**src/rtl/fetch_stage.sv**
```systemverilog
// Instruction-fetch stage: PC register driving an async-read instruction memory,
// plus the IF/ID pipeline register with stall, flush, branch redirect and a fetch counter.
module fetch_stage #(
  parameter int             N        = 64,
  parameter logic [N-1:0]   RESET_PC = '0,
  parameter int             CNT_W    = 32
) (
  input  logic             clk,
  input  logic             reset,
  input  logic             PCSrc,
  input  logic [N-1:0]     PCBranch,
  input  logic             stall,
  input  logic             flush,
  output logic [N-1:0]     imem_addr,
  input  logic [31:0]      imem_rdata,
  output logic [N-1:0]     if_pc,
  output logic [31:0]      if_instr,
  output logic             if_valid,
  output logic [CNT_W-1:0] fetch_count
);

  logic [N-1:0]     pc_q, pc_d;
  logic [N-1:0]     if_pc_q, if_pc_d;
  logic [31:0]      if_instr_q, if_instr_d;
  logic             if_valid_q, if_valid_d;
  logic [CNT_W-1:0] cnt_q, cnt_d;

  // Redirect beats stall; the sequential increment wraps naturally at 2^N.
  always_comb begin
    pc_d = pc_q + N'(4);
    if (PCSrc) begin
      pc_d = {PCBranch[N-1:2], 2'b00};
    end else if (stall) begin
      pc_d = pc_q;
    end
  end

  // A taken branch squashes the wrong-path word currently on imem_rdata.
  always_comb begin
    if_pc_d    = if_pc_q;
    if_instr_d = if_instr_q;
    if_valid_d = if_valid_q;
    cnt_d      = cnt_q;
    if (flush || PCSrc) begin
      if_pc_d    = '0;
      if_instr_d = '0;
      if_valid_d = 1'b0;
    end else if (!stall) begin
      if_pc_d    = pc_q;
      if_instr_d = imem_rdata;
      if_valid_d = 1'b1;
      cnt_d      = cnt_q + CNT_W'(1);
    end
  end

  always_ff @(posedge clk) begin
    if (reset) begin
      pc_q       <= RESET_PC;
      if_pc_q    <= '0;
      if_instr_q <= '0;
      if_valid_q <= 1'b0;
      cnt_q      <= '0;
    end else begin
      pc_q       <= pc_d;
      if_pc_q    <= if_pc_d;
      if_instr_q <= if_instr_d;
      if_valid_q <= if_valid_d;
      cnt_q      <= cnt_d;
    end
  end

  assign imem_addr   = pc_q;
  assign if_pc       = if_pc_q;
  assign if_instr    = if_instr_q;
  assign if_valid    = if_valid_q;
  assign fetch_count = cnt_q;

endmodule

```
**config.mk**
```make
export PLATFORM = sky130hd
export DESIGN_NAME = fetch_stage
export DESIGN_NICKNAME = d
export VERILOG_FILES = /design/src/rtl/fetch_stage.sv
export SDC_FILE = /design/constraint.sdc
export NUM_CORES = 1
export LEC_CHECK = 0
export ABC_CLOCK_PERIOD_IN_PS = 3000
export CAP_MARGIN = 20
export CORE_MARGIN = 2
export CORE_UTILIZATION = 46
export DETAILED_ROUTE_END_ITERATION = 8
export GPL_ROUTABILITY_DRIVEN = 0
export GPL_TIMING_DRIVEN = 0
export PLACE_DENSITY = 0.89
export SLEW_MARGIN = 5
export SYNTH_ARGS = -nofsm -noshare
export SYNTH_HDL_FRONTEND = slang
export SYNTH_SLANG_ARGS = --single-unit
export TNS_END_PERCENT = 50
```
**constraint.sdc**
```tcl
create_clock -name clk -period 3 [get_ports clk]
set_clock_uncertainty 0.15 [all_clocks]
set_input_delay 0.6 -clock clk [delete_from_list [all_inputs] [get_ports clk]]
set_output_delay 0.6 -clock clk [all_outputs]
set_load 0.05 [all_outputs]
```
==> results.sh, run 1 <==
export IMPL_clkTransAtPathRegs_ps=70
export IMPL_cts_inserted_buffers=17
export IMPL_dieArea_mm2=0.0196
export IMPL_start_util=0.471
export IMPL_first_pass_iters=9
export IMPL_nFillCells=1367
export IMPL_synth_distinct_cells=48
export IMPL_synthTopCellsByArea="dfxtp_1 (44%), mux2i_1 (12%), nor2_1 (8.0%)"
export IMPL_cp_data_required_time_ps=3180
export IMPL_cellPowerDensity_mw_per_mm2=472
export IMPL_drc=17
export IMPL_track_usage=0.273
export IMPL_cts_root_buf="clkbuf_16"
export IMPL_maxSlewViolCount=0
export IMPL_cp_max_fo=10
export IMPL_power_switching_uw=1670
export IMPL_n_antenna_cell=0
export IMPL_io_pins=294
export IMPL_dp_cells=1488
export IMPL_maxSlewHeadroom=0.446
export IMPL_fin_crit_sh=0.977
export IMPL_crit_type="input port to register"
export IMPL_grt_overflow=0
export IMPL_setup_viol=0
export IMPL_violations="DRC"
export IMPL_grt_pass1_wl_um=43000
export IMPL_clock_latency_ps=440
export IMPL_hold_violations=0
export IMPL_drive_above_1_share=0.0463
export IMPL_r2r_setup_slack_ps=170
export IMPL_setup_tns_final_ps=0
export IMPL_chipWidth_um=140
export IMPL_final_cells=1525
export IMPL_end_kind="register"
export IMPL_slowest_stage="or4_1"
export IMPL_vias_per_cell=5.59
export IMPL_wl_per_cell_um=18.1
export IMPL_ys_async_sr_fraction=0
export IMPL_grt_max_degree=17
export IMPL_syn_area_mm2=0.00852
export IMPL_synth_largest_area_cell="dfxtp_1"
export IMPL_tightest_slew_ps=832
export IMPL_syn_inst=970
export IMPL_antenna_found_initial=0
export IMPL_grt_pass1_vias=8097
export IMPL_min_path_type="register to register"
export IMPL_finalHoldWorstSlack_ps=308
export IMPL_worst_ir_drop_vdd_mv=0.427
export IMPL_pwr_share_clk=0.381
export IMPL_cts_tree="yes"
export IMPL_synth_edf_count=0
export IMPL_yosysWarningCount=0
export IMPL_pwr_share_seq=0.464
export IMPL_switching_share=0.287
export IMPL_min_period_ps=2930
export IMPL_h_tree_depth=4
export IMPL_power_uw=5820
export IMPL_cap_violations=0
export IMPL_numClockSinks=189
export IMPL_postPlaceCellArea_mm2=0.0117
export IMPL_nNetsFinal=1386
export IMPL_critPathMaxStageDelay_ps=570
export IMPL_start_kind="input port"
export IMPL_die_y_um=140
export IMPL_stdcell_area_mm2=0.0123
export IMPL_path_cells="clkdlybuf4s50_1, clkbuf_4, nand3b_1, nor4_4, nand2_2, or4_1, a311oi_1"
export IMPL_register_area_mm2=0.00378
export IMPL_ys_seq_elements=189
export IMPL_totalWireLength_um=27600
export IMPL_combPwrFrac=0.155
export IMPL_port_buffer_count=286
export IMPL_status="finished, violations left"
export IMPL_via_count=8520
export IMPL_syn_to_final_growth_pct=44.8
export IMPL_multiInputGateArea_mm2=0.00444
export IMPL_fp_coreArea_mm2=0.0181
export IMPL_avgSynthCellArea_um2=8.78
export IMPL_hpwl_um=20500
export IMPL_cts_path_max_buffers=2
export IMPL_yosysSeqAreaShare=0.444
export IMPL_dr_first_iter_drc_count=747
export IMPL_drtAntennaViolNets=0
export IMPL_power_leakage_uw=0.00439
export IMPL_p_int_uw=4150
export IMPL_yosysTopAreaCellShare=0.444
export IMPL_max_freq_mhz=341
export IMPL_arrival_ps=3110
export IMPL_synth_ff_type="dfxtp_1"
export IMPL_rows=49
export IMPL_rsz0062_at_grt="no"
-- synth_stat cells, types with 5 or more instances --
| cell type | number |
|---|---|
| mux2i_1 | 104 |
| inv_1 | 21 |
| a21oi_1 | 17 |
| buf_1 | 19 |
| nand3_1 | 30 |
| o21ai_0 | 11 |
| or2_2 | 5 |
| xnor2_1 | 57 |
| a211oi_1 | 30 |
| nor4_1 | 41 |
| dfxtp_1 | 189 |
| or3_1 | 13 |
| and3_1 | 6 |
| clkbuf_1 | 43 |
| nor2_1 | 181 |
| xor2_1 | 8 |
| or4_1 | 7 |
| a311oi_1 | 9 |
| nor3_1 | 33 |
| nand4_1 | 26 |
| and4_1 | 14 |
| nand2_1 | 59 |
-- worst max-delay path: cells and delay by family --
kind | cells | cell delay [ps]
AOI/OAI and AO/OA | 1 | 310
buffers and inverters | 2 | 710
and+or+nand+nor | 4 | 1470
-- path summary, 6_finish.rpt --
kind                            depth (start not counted)    startpoint            end
worst max-delay path                                    7         stall  imem_addr[44]
worst min-delay path                                    2      if_valid       if_valid
worst max register to register                          6  imem_addr[8]  imem_addr[39]
worst min register to register                          2      if_valid       if_valid
-- repair_timing --
| action | CTS | global route |
|---|---|---|
| pin swaps | 0 | 2 |
| endpoints found under the setup margin | 42 | 10 |
| cloned | 0 | 0 |
| hold buffers | 0 | 0 |
| resized for setup | 6 | 4 |
| buffers inserted | 0 | 5 |
-- through the flow --
step            util  setup WS (ps)
5_1_grt        0.682           3.42
4_1_cts        0.679           23.0
2_1_floorplan      -           11.6
6_report       0.682           70.2
3_5_place_dp   0.646           -872
3_3_place_gp   0.646           -828
-- per-layer routing --
layer  part of all wire  vias to the layer above  GRT usage
li1                   -                     4032          -
met1               0.40                     3972      0.341
met2               0.47                      431      0.456
met3              0.083                       85     0.0636
met4              0.038                        0      0.117
met5                  0                        -          0
-- registers in the layout, indices dropped and copies added (netlist names) --
register     flops
if_pc           62
imem_addr       62
fetch_count     32
if_instr        32
if_valid         1
-- power groups by stage --
stage,logic [uW],registers [uW],clock network (uW)
final,902,2700,2220
after global routing,951,2710,2340
after CTS,900,2700,2230
after detailed placement,893,2750,0
after global placement,880,2750,0
after floorplan,287,2980,0
-- placed cells by master (no fill, tap or decap), types with 3 or more instances in the layout --
| cell type | synthesis | routed |
|---|---|---|
| clkdlybuf4s50_1 | 0 | 286 |
| dfxtp_1 | 189 | 189 |
| nor2_1 | 181 | 181 |
| mux2i_1 | 104 | 104 |
| nand2_1 | 59 | 58 |
| xnor2_1 | 57 | 57 |
| clkbuf_1 | 43 | 43 |
| nor4_1 | 41 | 37 |
| nor3_1 | 33 | 32 |
| nand3_1 | 30 | 30 |
| a211oi_1 | 30 | 30 |
| nand4_1 | 26 | 26 |
| inv_1 | 21 | 21 |
| buf_1 | 19 | 19 |
| a21oi_1 | 17 | 17 |
| clkbuf_16 | 0 | 17 |
| and4_1 | 14 | 14 |
| or3_1 | 13 | 13 |
| o21ai_0 | 11 | 11 |
| a311oi_1 | 9 | 9 |
| buf_4 | 4 | 9 |
| xor2_1 | 8 | 8 |
| or4_1 | 7 | 7 |
| and3_1 | 6 | 6 |
| or2_2 | 5 | 5 |
| and2_1 | 4 | 4 |
| o31ai_1 | 4 | 4 |
| conb_1 | 1 | 4 |
| clkinv_2 | 0 | 4 |
| o2111a_1 | 3 | 3 |
| a2111oi_0 | 3 | 3 |
| inv_6 | 0 | 3 |
-- cell type report --
class,instances,share of cell area
multi-input combinational,695,0.360
tap,229,0.0232
timing repair buffer,291,0.235
sequential,189,0.307
inverter,21,0.00639
buffer,68,0.0229
clock inverter,12,0.00883
clock buffer,20,0.0370
-- logic make-up (layout without fill, tap and decap cells) --
family / count (synthesis) / count (layout) / synth area share
flip-flops: 189 / 189 / 0.444
buffers and inverters: 89 / 412 / 0.0420
other: 1 / 4 / 0.000440
AND/OR/NAND/NOR: 438 / 438 / 0.253
AO/OA/AOI/OAI: 82 / 82 / 0.0679
adder cells (fa/ha/maj): 2 / 2 / 0.00294
multiplexers: 104 / 104 / 0.122
XOR/XNOR: 65 / 65 / 0.0669
(Power assumes the default switching activity.)
==> run 2, diff against run 1 <==
ABC_AREA = 1   (was not set)
CELL_PAD_IN_SITES_DETAIL_PLACEMENT = 0   (was not set)
CELL_PAD_IN_SITES_GLOBAL_PLACEMENT = 1   (was not set)
CORE_UTILIZATION = 33   (was 46)
PLACE_DENSITY = 0.9   (was 0.89)
==> run 2 against run 1 <==
- the flow now finishes without violations
- critical path depth down 6
- non-clock buffer count down 9
- die area up 58%
- via count up 28%
- worst setup slack better by 300 ps
- critical path type is now register to primary output
==> results.sh, run 2 <==
export IMPL_via_count=10900
export IMPL_setup_tns_final_ps=0
export IMPL_power_leakage_uw=0.00471
export IMPL_ys_seq_elements=189
export IMPL_worst_ir_drop_vdd_mv=0.344
export IMPL_grt_pass1_wl_um=57000
export IMPL_cts_path_max_buffers=2
export IMPL_hp_start="if_pc[57]"
export IMPL_rsz0062_at_grt="no"
export IMPL_fin_crit_sh=0.878
export IMPL_vias_per_cell=4.89
export IMPL_wl_per_cell_um=16.7
export IMPL_cp_data_required_time_ps=2250
export IMPL_synth_fa_ha_area_frac=0.00255
export IMPL_antenna_found_initial=8
export IMPL_min_period_ps=2630
export IMPL_arrival_ps=1880
export IMPL_dp_slack_ps=267
export IMPL_yosysWarningCount=0
export IMPL_die_y_um=176
export IMPL_cts_inserted_buffers=17
export IMPL_avgSynthCellArea_um2=6.49
export IMPL_synth_largest_area_cell="dfxtp_1"
export IMPL_postLayoutSetupSlackWorst_ps=367
export IMPL_dieArea_mm2=0.0311
export IMPL_start_kind="register"
export IMPL_start_util=0.333
export IMPL_synth_most_common_cell="nand2_1"
export IMPL_cp_max_fo=6
export IMPL_grt_overflow=0
export IMPL_cellPowerDensity_mw_per_mm2=423
export IMPL_yosysTopAreaCellShare=0.386
export IMPL_numClockSinks=189
export IMPL_register_area_mm2=0.00378
export IMPL_tightest_slew_ps=839
export IMPL_h_tree_depth=4
export IMPL_synth_ff_type="dfxtp_1"
export IMPL_maxSlewViolCount=0
export IMPL_netlist_top_cells_count="nand2_1 (517), dfxtp_1 (189), a21oi_1 (162)"
export IMPL_status="finished clean"
export IMPL_drtAntennaViolNets=0
export IMPL_end_kind="primary output"
export IMPL_io_pins=294
export IMPL_post_cts_setup_buffers=0
export IMPL_track_usage=0.236
export IMPL_r2r_cells=9
export IMPL_synthSimpleGateAreaFrac=0.367
export IMPL_multiInputGateArea_mm2=0.00522
export IMPL_worst_path_dominant_cell_family="buffers and inverters"
export IMPL_clock_latency_ps=450
export IMPL_drc=0
export IMPL_grt_pass1_vias=10100
export IMPL_postPlaceCellArea_mm2=0.0132
export IMPL_hold_end="if_pc[57]"
export IMPL_holdPathStages=2
export IMPL_cts_resized_gates=0
export IMPL_rows=63
export IMPL_final_cells=2223
export IMPL_cts_tree="yes"
export IMPL_syn_to_final_growth_pct=40.0
export IMPL_totalWireLength_um=37100
export IMPL_setup_viol=0
export IMPL_final_common_cell="nand2_1"
export IMPL_slowest_stage="clkdlybuf4s50_1"
export IMPL_syn_area_mm2=0.00980
export IMPL_dp_cells=2188
export IMPL_maxSlewHeadroom=0.441
export IMPL_synthTopCellsByArea="dfxtp_1 (39%), nand2_1 (20%), a21oi_1 (8.3%)"
export IMPL_critPathBufInv=1
export IMPL_synth_edf_count=0
export IMPL_critPathMaxStageDelay_ps=920
export IMPL_syn_inst=1510
export IMPL_synthMuxAreaShare=0
export IMPL_r2r_start="imem_addr[37]"
export IMPL_fp_coreArea_mm2=0.0294
export IMPL_cap_violations=0
export IMPL_nFillCells=3026
export IMPL_grt_max_degree=19
export IMPL_crit_type="register to primary output"
export IMPL_clkTransAtPathRegs_ps=70
export IMPL_port_buffer_count=285
export IMPL_nNetsFinal=1920
export IMPL_cts_hold_buf=0
export IMPL_stdcell_area_mm2=0.0137
export IMPL_chipWidth_um=176
export IMPL_r2r_setup_slack_ps=880
export IMPL_hpwl_um=29100
export IMPL_dr_first_iter_drc_count=679
export IMPL_synth_top_family_by_area="simple AND/OR/NAND/NOR gates"
export IMPL_yosysSeqAreaShare=0.386
export IMPL_drive_above_1_share=0.0596
export IMPL_synthXorXnorAreaFrac=0.0250
export IMPL_max_freq_mhz=380
export IMPL_final_cell_mix="nand2_1 (517), clkdlybuf4s50_1 (285), dfxtp_1 (189)"
export IMPL_power_uw=5800
export IMPL_synth_distinct_cells=39
export IMPL_path_cells="clkdlybuf4s50_1"
export IMPL_cts_root_buf="clkbuf_16"
export IMPL_synth_compound_area_share=0.136
export IMPL_r2r_end="imem_addr[55]"
export IMPL_first_pass_iters=5
export IMPL_ys_async_sr_fraction=0
export IMPL_hold_violations=0
export IMPL_min_path_type="register to register"
-- run 2: changes by cell type in the layout (fill, tap and decap cells not counted), moves of 20 or more --
cell	change
nand2_1	+459
a21oi_1	+145
inv_1	+113
mux2i_1	-104
o21ai_0	+50
nand3_1	+47
xnor2_1	-47
nor2_1	-38
nor4_1	-36
a211oi_1	-29
nor3_1	-20
-- run 2: layer usage --
layer | wire, um | GRT usage | part of all wire | vias to the layer above
li1 | - | - | - | 5429
met1 | 15800 | 0.299 | 0.43 | 4987
met2 | 17600 | 0.397 | 0.47 | 394
met3 | 2820 | 0.0551 | 0.076 | 53
met4 | 838 | 0.0733 | 0.023 | 8
met5 | 50 | 0 | 0.0013 | -
-- run 2: how the worst max path moves through the flow --
stage | from | endpoint | slack, ps | cells past startpoint
6_report | imem_addr[28] | imem_addr[28] | 370 | 1
3_3_place_gp | reset | fetch_count[23] | 230 | 4
2_1_floorplan | fetch_count[0] | fetch_count[14] | 820 | 9
5_1_grt | fetch_count[3] | fetch_count[3] | 340 | 1
4_1_cts | imem_addr[28] | imem_addr[28] | 380 | 1
3_5_place_dp | reset | fetch_count[7] | 270 | 4
-- run 2: cell type report --
type                       instances  area share
timing repair buffer             285       0.208
sequential                       189       0.276
buffer                            65      0.0206
antenna                            3    0.000547
inverter                         139      0.0380
multi-input combinational       1120       0.381
clock buffer                      19      0.0316
clock inverter                    13     0.00939
tap                              390      0.0356
-- run 2: logic make-up (layout without fill, tap and decap cells) --
kind of cell / after synthesis / after routing
and+or+nand+nor: 828 / 828
buffers and inverters: 204 / 521
other: 1 / 7
xor gates and xnor gates: 28 / 28
adders and majority gates: 2 / 2
DFF: 189 / 189
AOI/OAI and AO/OA: 258 / 258
-- run 2: where the power goes --
group	internal, uW	switching, uW
Clock	1100	1130
Combinational	327	553
Sequential	2570	114
Total	4000	1800
-- run 2: per-stage QoR --
stage           util  hold slack (ps)
2_1_floorplan      -              539
5_1_grt        0.466              329
3_3_place_gp   0.447              301
3_5_place_dp   0.447              305
4_1_cts        0.466              316
6_report       0.467              314
==> run 3, diff against run 2 <==
CORE_MARGIN = 3   (was 2)
==> run 3 against run 2 <==
- combinational power hardly changed
- routed wire length is 1.2% higher
- register-to-register slack hardly changed
- cell count decreased by 0.36%
- first-iteration DRC count grew 13%
- total power shrank 0.33%
- die area increased by 2.3%
- clock power about the same
- the run now ends with DRC left
- critical path type unchanged
- sequential power about the same
==> results.sh, run 3 (synthesized netlist as in run 2, its figures left out) <==
export IMPL_chipWidth_um=178
export IMPL_violations="DRC"
export IMPL_min_path_type="register to register"
export IMPL_crit_type="register to primary output"
export IMPL_status="finished, violations left"
export IMPL_totalWireLength_um=37600
export IMPL_grt_overflow=0
export IMPL_cp_depth=1
export IMPL_final_cell_mix="nand2_1 (517), clkdlybuf4s50_1 (285), dfxtp_1 (189)"
export IMPL_drc=3
export IMPL_drtAntennaViolNets=0
export IMPL_via_count=10900
export IMPL_postPlaceCellArea_mm2=0.0131
export IMPL_cap_violations=0
export IMPL_maxSlewHeadroom=0.408
export IMPL_end_kind="primary output"
export IMPL_io_pins=294
export IMPL_stdcell_area_mm2=0.0137
export IMPL_nFillCells=2967
export IMPL_cp_data_required_time_ps=2250
export IMPL_vias_per_cell=4.90
export IMPL_cts_path_max_buffers=2
export IMPL_h_tree_depth=4
export IMPL_critPathBufInv=1
export IMPL_worst_path_dominant_cell_family="buffers and inverters"
export IMPL_power_uw=5780
export IMPL_critPathMaxStageDelay_ps=930
export IMPL_syn_to_final_growth_pct=39.8
export IMPL_min_period_ps=2630
export IMPL_start_util=0.338
export IMPL_power_leakage_uw=0.00471
export IMPL_first_pass_iters=9
export IMPL_slowest_stage="clkdlybuf4s50_1"
export IMPL_final_common_cell="nand2_1"
export IMPL_cts_tree="yes"
export IMPL_worst_ir_drop_vdd_mv=0.314
export IMPL_holdPathStages=2
export IMPL_arrival_ps=1880
export IMPL_pwr_share_clk=0.383
export IMPL_combPwrFrac=0.153
export IMPL_clock_latency_ps=440
export IMPL_die_y_um=178
export IMPL_cts_resized_gates=0
export IMPL_grt_pass1_wl_um=56100
export IMPL_start_kind="register"
export IMPL_switching_share=0.309
export IMPL_setup_tns_final_ps=0
export IMPL_fp_coreArea_mm2=0.0290
export IMPL_power_switching_uw=1790
export IMPL_port_buffer_count=285
export IMPL_grt_pass1_vias=9977
export IMPL_hold_violations=0
export IMPL_dp_cells=2182
export IMPL_antenna_found_initial=9
export IMPL_hpwl_um=29700
export IMPL_track_usage=0.228
export IMPL_max_freq_mhz=380
export IMPL_numClockSinks=189
export IMPL_final_cells=2215
export IMPL_cts_inserted_buffers=17
export IMPL_rows=62
export IMPL_drive_above_1_share=0.0601
export IMPL_nNetsFinal=1920
export IMPL_r2r_cells=9
export IMPL_dieArea_mm2=0.0318
export IMPL_path_cells="clkdlybuf4s50_1"
export IMPL_dr_first_iter_drc_count=767
export IMPL_grt_max_degree=19
export IMPL_clkTransAtPathRegs_ps=70
export IMPL_cp_max_fo=6
export IMPL_p_int_uw=4000
export IMPL_post_route_util=0.472
export IMPL_cts_hold_buf=0
export IMPL_pwr_share_seq=0.465
export IMPL_tightest_slew_ps=889
export IMPL_wl_per_cell_um=17.0
export IMPL_fin_crit_sh=0.878
export IMPL_maxSlewViolCount=0
export IMPL_cellPowerDensity_mw_per_mm2=422
export IMPL_cts_root_buf="clkbuf_16"
export IMPL_setup_viol=0
export IMPL_rsz0062_at_grt="no"
export IMPL_post_cts_setup_buffers=0
## run 3: final timing paths
kind / start / end / slack, ps
setup / recovery: imem_addr[28] / imem_addr[28] / 370
hold reg to reg: if_pc[28] / if_pc[28] / 310
setup reg to reg: imem_addr[25] / imem_addr[53] / 870
hold / removal: if_pc[28] / if_pc[28] / 310
## run 3: layout make-up
type                       count  area, um^2  area share
multi-input combinational   1120        5220       0.381
sequential                   189        3780       0.276
timing repair buffer         285        2850       0.208
inverter                     139         522      0.0381
tap                          384         480      0.0351
clock buffer                  18         429      0.0313
buffer                        65         283      0.0206
clock inverter                14         124     0.00904
antenna                        1        2.50    0.000183
## run 3: tightest hold or removal path: stages, from the launching register on
cell and delay (ps):
dfxtp_1 310, nand2_1 60, a21oi_1 50
## run 3: per-layer routing
metal | up-vias | global-route usage | share of wire
met4 | 16 | 0.0695 | 0.026
li1 | 5431 | - | -
met2 | 383 | 0.385 | 0.46
met5 | - | 0 | 0.0025
met1 | 4959 | 0.286 | 0.42
met3 | 66 | 0.0579 | 0.084
## run 3: through the flow
step / hold slack, ps / worst slack (ps)
final: 314 / 366
after global routing: 329 / 349
after CTS: 316 / 374
after detailed placement: 305 / 225
after global placement: 302 / 275
after floorplan: 539 / 816
## run 3: power groups by stage
stage	Sequential, uW	Combinational (uW)	Clock [uW]
after detailed placement	2740	882	0
final	2690	883	2210
after floorplan	2930	289	0
after CTS	2680	885	2250
after global routing	2700	946	2350
after global placement	2740	874	0
